### config.mk
export PLATFORM = sky130hd
export DESIGN_NAME = mandelbrot_pixel_writer
export DESIGN_NICKNAME = d
export VERILOG_FILES = /design/src/rtl/mandelbrot_pkg.sv /design/src/rtl/sync_fifo.sv /design/src/rtl/mandelbrot_pixel_writer.sv
export SDC_FILE = /design/constraint.sdc
export NUM_CORES = 1
export LEC_CHECK = 0
export CELL_PAD_IN_SITES_DETAIL_PLACEMENT = 1
export CELL_PAD_IN_SITES_GLOBAL_PLACEMENT = 1
export CORE_MARGIN = 4
export CORE_UTILIZATION = 45
export DETAILED_ROUTE_END_ITERATION = 16
export GPL_TIMING_DRIVEN = 0
export PLACE_DENSITY_LB_ADDON = 0.1
export SYNTH_ARGS = -nofsm -noshare
export SYNTH_HDL_FRONTEND = slang
export SYNTH_HIERARCHICAL = 1
export SYNTH_SLANG_ARGS = --single-unit
### constraint.sdc
create_clock -name clk -period 6.3 [get_ports clk]
set_input_delay 1.575 -clock clk [delete_from_list [all_inputs] [get_ports clk]]
set_output_delay 1.575 -clock clk [all_outputs]
set_load 0.02 [all_outputs]
### src/rtl/mandelbrot_pkg.sv
// Shared definitions for the Mandelbrot pixel writer and the engine side.
// Holds the writer state encoding and the iteration-to-colour mapping, so
// the engine and the writer always agree on how a result becomes a pixel.
package mandelbrot_pkg;

    // Writer control states: waiting for a region, accepting results,
    // flushing the last results out to video RAM.
    typedef enum logic [1:0] {
        IDLE   = 2'd0,
        ACTIVE = 2'd1,
        DRAIN  = 2'd2
    } writerState_e;

    // Native colour width produced by the mapping (4:4:4).
    localparam int ColourW = 12;

    // Points that never diverged are inside the set and are painted black.
    // Otherwise the low three iteration nibbles are reversed, so the fast
    // changing low nibble lands in the red channel.
    function automatic logic [ColourW-1:0] iterToColour(input logic [11:0] iter,
                                                        input logic       diverged);
        if (!diverged) begin
            return '0;
        end
        return {iter[3:0], iter[7:4], iter[11:8]};
    endfunction

endpackage

### src/rtl/sync_fifo.sv
// Synchronous single-clock FIFO with occupancy count.
// Ports:
//   clk, rst           clock and synchronous active-high reset
//   push_i, wdata_i    write strobe and data (ignored when full unless popping)
//   pop_i, rdata_o     read strobe and head-of-queue data (show-ahead)
//   count_o            number of stored entries, 0..DEPTH
//   full_o, empty_o    occupancy flags
module sync_fifo #(
    parameter int WIDTH = 8,
    parameter int DEPTH = 8
) (
    input  logic                   clk,
    input  logic                   rst,
    input  logic                   push_i,
    input  logic                   pop_i,
    input  logic [WIDTH-1:0]       wdata_i,
    output logic [WIDTH-1:0]       rdata_o,
    output logic [$clog2(DEPTH):0] count_o,
    output logic                   full_o,
    output logic                   empty_o
);

    localparam int PtrW = $clog2(DEPTH);

    logic [WIDTH-1:0] mem_q [DEPTH];
    logic [PtrW-1:0]  wrPtr_q;
    logic [PtrW-1:0]  rdPtr_q;
    logic [PtrW:0]    count_q;
    logic             doPush;
    logic             doPop;

    assign empty_o = (count_q == '0);
    assign full_o  = (count_q == (PtrW+1)'(DEPTH));
    assign doPop   = pop_i && !empty_o;
    // A full FIFO still accepts a write when the head leaves in the same cycle.
    assign doPush  = push_i && (!full_o || doPop);
    assign rdata_o = mem_q[rdPtr_q];
    assign count_o = count_q;

    // Pointer and occupancy bookkeeping; DEPTH is a power of two so the
    // pointers simply wrap.
    always_ff @(posedge clk) begin
        if (rst) begin
            wrPtr_q <= '0;
            rdPtr_q <= '0;
            count_q <= '0;
        end else begin
            if (doPush) begin
                wrPtr_q <= wrPtr_q + 1'b1;
            end
            if (doPop) begin
                rdPtr_q <= rdPtr_q + 1'b1;
            end
            case ({doPush, doPop})
                2'b10:   count_q <= count_q + 1'b1;
                2'b01:   count_q <= count_q - 1'b1;
                default: count_q <= count_q;
            endcase
        end
    end

    // Storage array; contents need no reset because the pointers define validity.
    always_ff @(posedge clk) begin
        if (doPush) begin
            mem_q[wrPtr_q] <= wdata_i;
        end
    end

endmodule

### src/rtl/mandelbrot_pixel_writer.sv
// Turns Mandelbrot engine results into video RAM write requests.
// Ports:
//   clk, rst                        clock, synchronous active-high reset
//   start, x/y_origin, real/imag_size   region setup, sampled on start in IDLE
//   in_valid, in_real_cnt, in_imag_cnt, in_iteration, in_diverged   results
//   stall                           registered back-pressure to the engine
//   vram_req, vram_addr, vram_data, vram_ready   write handshake
//   busy, done, overflow            status (done one cycle, overflow sticky)
module mandelbrot_pixel_writer
    import mandelbrot_pkg::*;
#(
    parameter int ITERW = 16,
    parameter int RCNTW = 10,
    parameter int ICNTW = 10,
    parameter int ADDRW = 19,
    parameter int RGBW  = 12,
    parameter int HSIZE = 640,
    parameter int DEPTH = 8
) (
    input  logic             clk,
    input  logic             rst,
    input  logic             start,
    input  logic [RCNTW-1:0] x_origin,
    input  logic [ICNTW-1:0] y_origin,
    input  logic [RCNTW-1:0] real_size,
    input  logic [ICNTW-1:0] imag_size,
    input  logic             in_valid,
    input  logic [RCNTW-1:0] in_real_cnt,
    input  logic [ICNTW-1:0] in_imag_cnt,
    input  logic [ITERW-1:0] in_iteration,
    input  logic             in_diverged,
    output logic             stall,
    output logic             vram_req,
    output logic [ADDRW-1:0] vram_addr,
    output logic [RGBW-1:0]  vram_data,
    input  logic             vram_ready,
    output logic             busy,
    output logic             done,
    output logic             overflow
);

    localparam int CntW = $clog2(DEPTH) + 1;

    writerState_e     state_q, state_d;
    logic [RCNTW-1:0] xOrigin_q, realSize_q;
    logic [ICNTW-1:0] yOrigin_q, imagSize_q;
    logic             s1Valid_q, s1Valid_d;
    logic [ADDRW-1:0] s1Addr_q, s1Addr_d;
    logic [RGBW-1:0]  s1Colour_q, s1Colour_d;
    logic             stall_q, stall_d;
    logic             overflow_q, overflow_d;

    logic [ADDRW+RGBW-1:0] fifoRdata;
    logic [CntW-1:0]       fifoCount;
    logic                  fifoFull, fifoEmpty;
    logic                  vramPop, pushAccepted, isLast;
    logic [CntW:0]         occNext;

    logic [ITERW+11:0]     iterExt;
    logic [ColourW-1:0]    colour12;
    logic [31:0]           xPix, yPix, addrWide;
    logic                  unusedBits;

    assign isLast       = (in_real_cnt == realSize_q) && (in_imag_cnt == imagSize_q);
    assign vramPop      = vram_req && vram_ready;
    assign pushAccepted = s1Valid_q && (!fifoFull || vramPop);

    // Stage 1 combinational part: framebuffer address and colour of the
    // incoming result. Only results arriving while ACTIVE enter the pipe.
    always_comb begin
        iterExt    = {{12{1'b0}}, in_iteration};
        colour12   = iterToColour(iterExt[11:0], in_diverged);
        xPix       = 32'(xOrigin_q) + 32'(in_real_cnt);
        yPix       = 32'(yOrigin_q) + 32'(in_imag_cnt);
        addrWide   = yPix * 32'(HSIZE) + xPix;
        s1Addr_d   = addrWide[ADDRW-1:0];
        s1Valid_d  = in_valid && (state_q == ACTIVE);
    end

    // High iteration bits and the address bits above ADDRW are deliberately discarded.
    assign unusedBits = ^{iterExt[ITERW+11:12], addrWide[31:ADDRW]};

    // Fit the 12-bit 4:4:4 colour into the RAM word width: MSB-aligned.
    generate
        if (RGBW == ColourW) begin : gColourExact
            assign s1Colour_d = colour12;
        end else if (RGBW > ColourW) begin : gColourWide
            assign s1Colour_d = {colour12, {(RGBW-ColourW){1'b0}}};
        end else begin : gColourNarrow
            logic unusedColourLsbs;
            assign s1Colour_d       = colour12[ColourW-1 -: RGBW];
            assign unusedColourLsbs = ^colour12[ColourW-RGBW-1:0];
        end
    endgenerate

    // Occupancy one cycle ahead, so the registered stall reflects the
    // pipe plus FIFO contents of the cycle in which it is seen.
    always_comb begin
        occNext = {1'b0, fifoCount} + (CntW+1)'(pushAccepted)
                + (CntW+1)'(s1Valid_d) - (CntW+1)'(vramPop);
        stall_d = (occNext >= (CntW+1)'(DEPTH-2));
    end

    // Overflow clears on an accepted start and latches when a result is
    // dropped because the FIFO is full and nothing leaves this cycle.
    always_comb begin
        overflow_d = overflow_q;
        if (state_q == IDLE && start) begin
            overflow_d = 1'b0;
        end else if (s1Valid_q && !pushAccepted) begin
            overflow_d = 1'b1;
        end
    end

    // Control FSM next state. DRAIN finishes once neither the pipe stage
    // nor the FIFO holds anything; done is raised in that same cycle.
    always_comb begin
        state_d = state_q;
        done    = 1'b0;
        unique case (state_q)
            IDLE:    if (start) state_d = ACTIVE;
            ACTIVE:  if (in_valid && isLast) state_d = DRAIN;
            DRAIN: begin
                if (!s1Valid_q && fifoEmpty) begin
                    done    = 1'b1;
                    state_d = IDLE;
                end
            end
            default: state_d = IDLE;
        endcase
    end

    // State, region setup, pipe stage and status registers.
    always_ff @(posedge clk) begin
        if (rst) begin
            state_q    <= IDLE;
            xOrigin_q  <= '0;
            yOrigin_q  <= '0;
            realSize_q <= '0;
            imagSize_q <= '0;
            s1Valid_q  <= 1'b0;
            s1Addr_q   <= '0;
            s1Colour_q <= '0;
            stall_q    <= 1'b0;
            overflow_q <= 1'b0;
        end else begin
            state_q    <= state_d;
            s1Valid_q  <= s1Valid_d;
            s1Addr_q   <= s1Addr_d;
            s1Colour_q <= s1Colour_d;
            stall_q    <= stall_d;
            overflow_q <= overflow_d;
            if (state_q == IDLE && start) begin
                xOrigin_q  <= x_origin;
                yOrigin_q  <= y_origin;
                realSize_q <= real_size;
                imagSize_q <= imag_size;
            end
        end
    end

    sync_fifo #(
        .WIDTH(ADDRW + RGBW),
        .DEPTH(DEPTH)
    ) uFifo (
        .clk     (clk),
        .rst     (rst),
        .push_i  (s1Valid_q),
        .pop_i   (vramPop),
        .wdata_i ({s1Addr_q, s1Colour_q}),
        .rdata_o (fifoRdata),
        .count_o (fifoCount),
        .full_o  (fifoFull),
        .empty_o (fifoEmpty)
    );

    // The head entry is shown only while a request is up, so the bus reads
    // zero when idle instead of stale FIFO contents.
    assign vram_req  = !fifoEmpty;
    assign vram_addr = vram_req ? fifoRdata[ADDRW+RGBW-1:RGBW] : '0;
    assign vram_data = vram_req ? fifoRdata[RGBW-1:0] : '0;
    assign stall     = stall_q;
    assign overflow  = overflow_q;
    assign busy      = (state_q != IDLE);

endmodule

==> results.md, run 1 <==
* CP Capture Type: flip-flop
* Synth Area in Simple Gates at 8.36%
* Die Ht at 190 um
* Area growth, synth to finish at 22.0%
* Worst IR Drop VDD at 189 uV
* Bufs on Longest Clock Path at 3
* Number of remaining DRC errors at 0
* Post-Synth Adder-Cell Area at 5.56%
* Pre-CTS WS at 0.248 ns
* Netlist Area Pre-Place at 15000 um2
* Design Area, Final at 18200 um2
* Number of antenna violations at the first check in global routing at 0
* Inserted Diodes at 0
* Final Cycle Share at 87.0%
* Via count at 8558
* DR pass1 iterations at 4
* Layout cells sized above 1 at 13.5%
* FILL cells at 3123
* Max Cap Viol at 0
* Vias in the first global route at 9181
* CP Max Fanout at 6
* Postcts setup bufs at 0
* Clock Latency Late Sink at 0.52 ns
* Combinational family with the most area after synthesis: multiplexers
* Input/output buffers at 113
* CTS H-tree depth at 2
* Core area at 32600 um2
* CTS tree: done
* Pwr dens at 306 nW/um2
* Rows at 66
* Die W at 190 um
* Final setup margin at 0.820 ns
* Cells after synthesis at 999
* Final Hold Viols at 0
* Largest net degree at the start of global routing at 19
* Yosys cell types at 63
* DP Wirelength at 23.9 mm
* Yosys reg bits at 337
* Mux contribution to synthesized area at 13.3%
* Sequential share of the synthesized area at 61.7%
* Utilization after layout at 55.9%
* Slew headroom at 38.1%
* Initial Util at 45.8%
* Ys flop type: edfxtp_1
* WP data arrival at 5.87 ns
* Drt wl/cell at 20.5 um
* Crit path kind: in -> reg
* Overflow after GRT at 0
* Compound-Gate Fraction of Synth Area at 5.13%
* Max Clk Rate at 0.182 GHz
* Final setup violation count at 0
* Tmin final at 5.48 ns
* Final slew viol count at 0
* Asr flop ratio synth at 0%
* Worst setup SP type: primary input
* Overall die area at 36200 um2
* Clk pin slew, worst setup/hold paths at 0.06 ns
* Num ports at 118
* DRT Wirelength at 33.6 mm
* Worst EP required at 6.69 ns
* Total track usage at 18.7%
* Post-Syn Nets at 1142
* Clock root buffer: clkbuf_16
* Ys Warns at 6
* Syn Area/Cell at 15.0 um2
* Cts hold-fix bufs at 0
* Cts repair resizes at 0
* Clk_skew at 0.0162 ns
* Status: finished, final reports clean
* Lkg Pwr at 6.47 nW
* First-pass GRT wire length at 52.6 mm
* Starting DRT DRC Count at 413
* Final nets at 1316
* Least-Margin Pin Slew at 0.920 ns
* Post-DR vias/cell at 5.21
* RePlAce Congestion at 0.767
* TritonCTS Buffers at 36
* Worst Hold Class: reg -> reg
* Synth Area in XOR/XNOR at 3.50%
* RSZ-0062 raised after global routing: false
* Clock tree sinks at 337
* Dpl cell area at 17000 um2
* Final antenna-violating net count at 0
* Post-synth EDFFs at 248
## layer usage
layer,global-route usage [%],share of wire [%]
met5,0,0
met1,25.7,46
met2,31.8,49
met3,2.97,3.8
met4,3.78,1.6
## area by class of cell
class / count / area [um2] / share of cell area (%)
Timing Repair Buffer: 136 / 1400 / 7.68
Clock inverter: 22 / 299 / 1.64
Buffer: 41 / 213 / 1.17
Sequential cell: 337 / 9230 / 50.6
Clock buffer: 43 / 990 / 5.42
Tap cell: 442 / 553 / 3.03
Inverter: 39 / 146 / 0.802
Multi-Input combinational cell: 582 / 5410 / 29.7
## power by group
group          internal [W]  switching [W]  leakage, nW
clock               0.00141       0.000852        0.622
sequential          0.00251      0.0000868         3.02
combinational      0.000324       0.000400         2.83
## final timing paths
check	start	to	slack, ns	cells past startpoint
min reg2reg	xOrigin_q[9]	xOrigin_q[9]	0.46	2
max reg2reg	yOrigin_q[0]	s1Addr_q[18]	2.09	18
min	xOrigin_q[9]	xOrigin_q[9]	0.46	2
max	in_imag_cnt[0]	s1Addr_q[18]	0.82	19
## layout by cell type, fill, tap and decap left out, drive strengths merged, types with 7 or more instances in the layout
cell type | synthesis | final
clkbuf | 27 | 70
clkdlybuf4s50 | 0 | 113
nor2 | 51 | 51
nand2b | 8 | 8
fa | 9 | 9
a21o | 9 | 9
and2 | 14 | 14
dfxtp | 89 | 89
nor3 | 17 | 17
a21oi | 68 | 68
mux2 | 32 | 32
bufinv | 0 | 7
nor2b | 39 | 39
clkinv | 0 | 11
xor2 | 26 | 26
nand2 | 92 | 92
buf | 14 | 37
inv | 39 | 40
o21ai | 8 | 8
xnor2 | 32 | 32
mux4 | 62 | 62
ha | 52 | 52
edfxtp | 248 | 248
## logic make-up after synthesis
kind of cell	Yosys count
xor gates and xnor gates	58
buffers and inverters	80
muxes	97
adders and majority gates	61
AOI/OAI and AO/OA	114
DFF	337
and+or+nand+nor	252
## metrics by stage
| step | instances | hold WS [ns] | TNS (ns) | power, W |
|---|---|---|---|---|
| global route | 1642 | 0.476 | 0 | 0.00585 |
| floorplan | 999 | 0.436 | 0 | 0.00315 |
| global placement | 1554 | 0.446 | -265.96 | 0.00336 |
| finish | 1642 | 0.457 | 0 | 0.00559 |
| CTS | 1642 | 0.463 | 0 | 0.00566 |
| detailed placement | 1577 | 0.454 | 0 | 0.00338 |
## registers in the layout, summed over array words and instances, names as in the netlist, named ones only
name	cells
state_q	2
yOrigin_q	10
uFifo/wrPtr_q	3
s1Colour_q	12
imagSize_q	10
s1Valid_q	1
uFifo/mem_q	248
s1Addr_q	19
uFifo/count_o	4
realSize_q	10
stall	1
overflow	1
xOrigin_q	10
uFifo/rdPtr_q	3
## cells in the mapped netlist (9+ instances only)
cell type,instances,area share (%)
edfxtp_1,248,50
nand2_1,91,2.3
dfxtp_1,89,12
a21oi_1,64,2.1
mux4_1,55,9.7
ha_1,52,4.4
nor2_1,50,1.3
inv_1,39,0.98
nor2b_1,39,1.6
xnor2_1,32,1.9
mux2_2,31,2.3
clkbuf_1,25,0.63
xor2_1,24,1.4
nor3_1,16,0.54
and2_1,14,0.59
a21o_1,9,0.45
fa_1,9,1.2
## critical path: stages
cell             delay, ns
clkdlybuf4s50_1       0.47
ha_1                  0.26
fa_1                  0.41
a21o_1                0.19
a21oi_1               0.23
o21bai_1              0.09
a21oi_1               0.21
o21ai_0               0.18
xor2_1                0.20
ha_1                  0.32
ha_1                  0.28
clkbuf_2              0.17
nor3_1                0.07
nor2_1                0.13
o41ai_2               0.09
xnor2_1               0.25
nor4b_4               0.26
xnor2_1               0.15
mux2_1                0.34
(Power assumes the default switching activity.)
==> run 2, diff against run 1 <==
--- a/config.mk
+++ b/config.mk
@@ -5,6 +5,7 @@
 export SDC_FILE = /design/constraint.sdc
 export NUM_CORES = 1
 export LEC_CHECK = 0
+export ABC_AREA = 0
 export CELL_PAD_IN_SITES_DETAIL_PLACEMENT = 1
 export CELL_PAD_IN_SITES_GLOBAL_PLACEMENT = 1
 export CORE_MARGIN = 4
==> results of run 2 <==
Same layout as run 1: the final DEF is identical, and so are final timing and power.
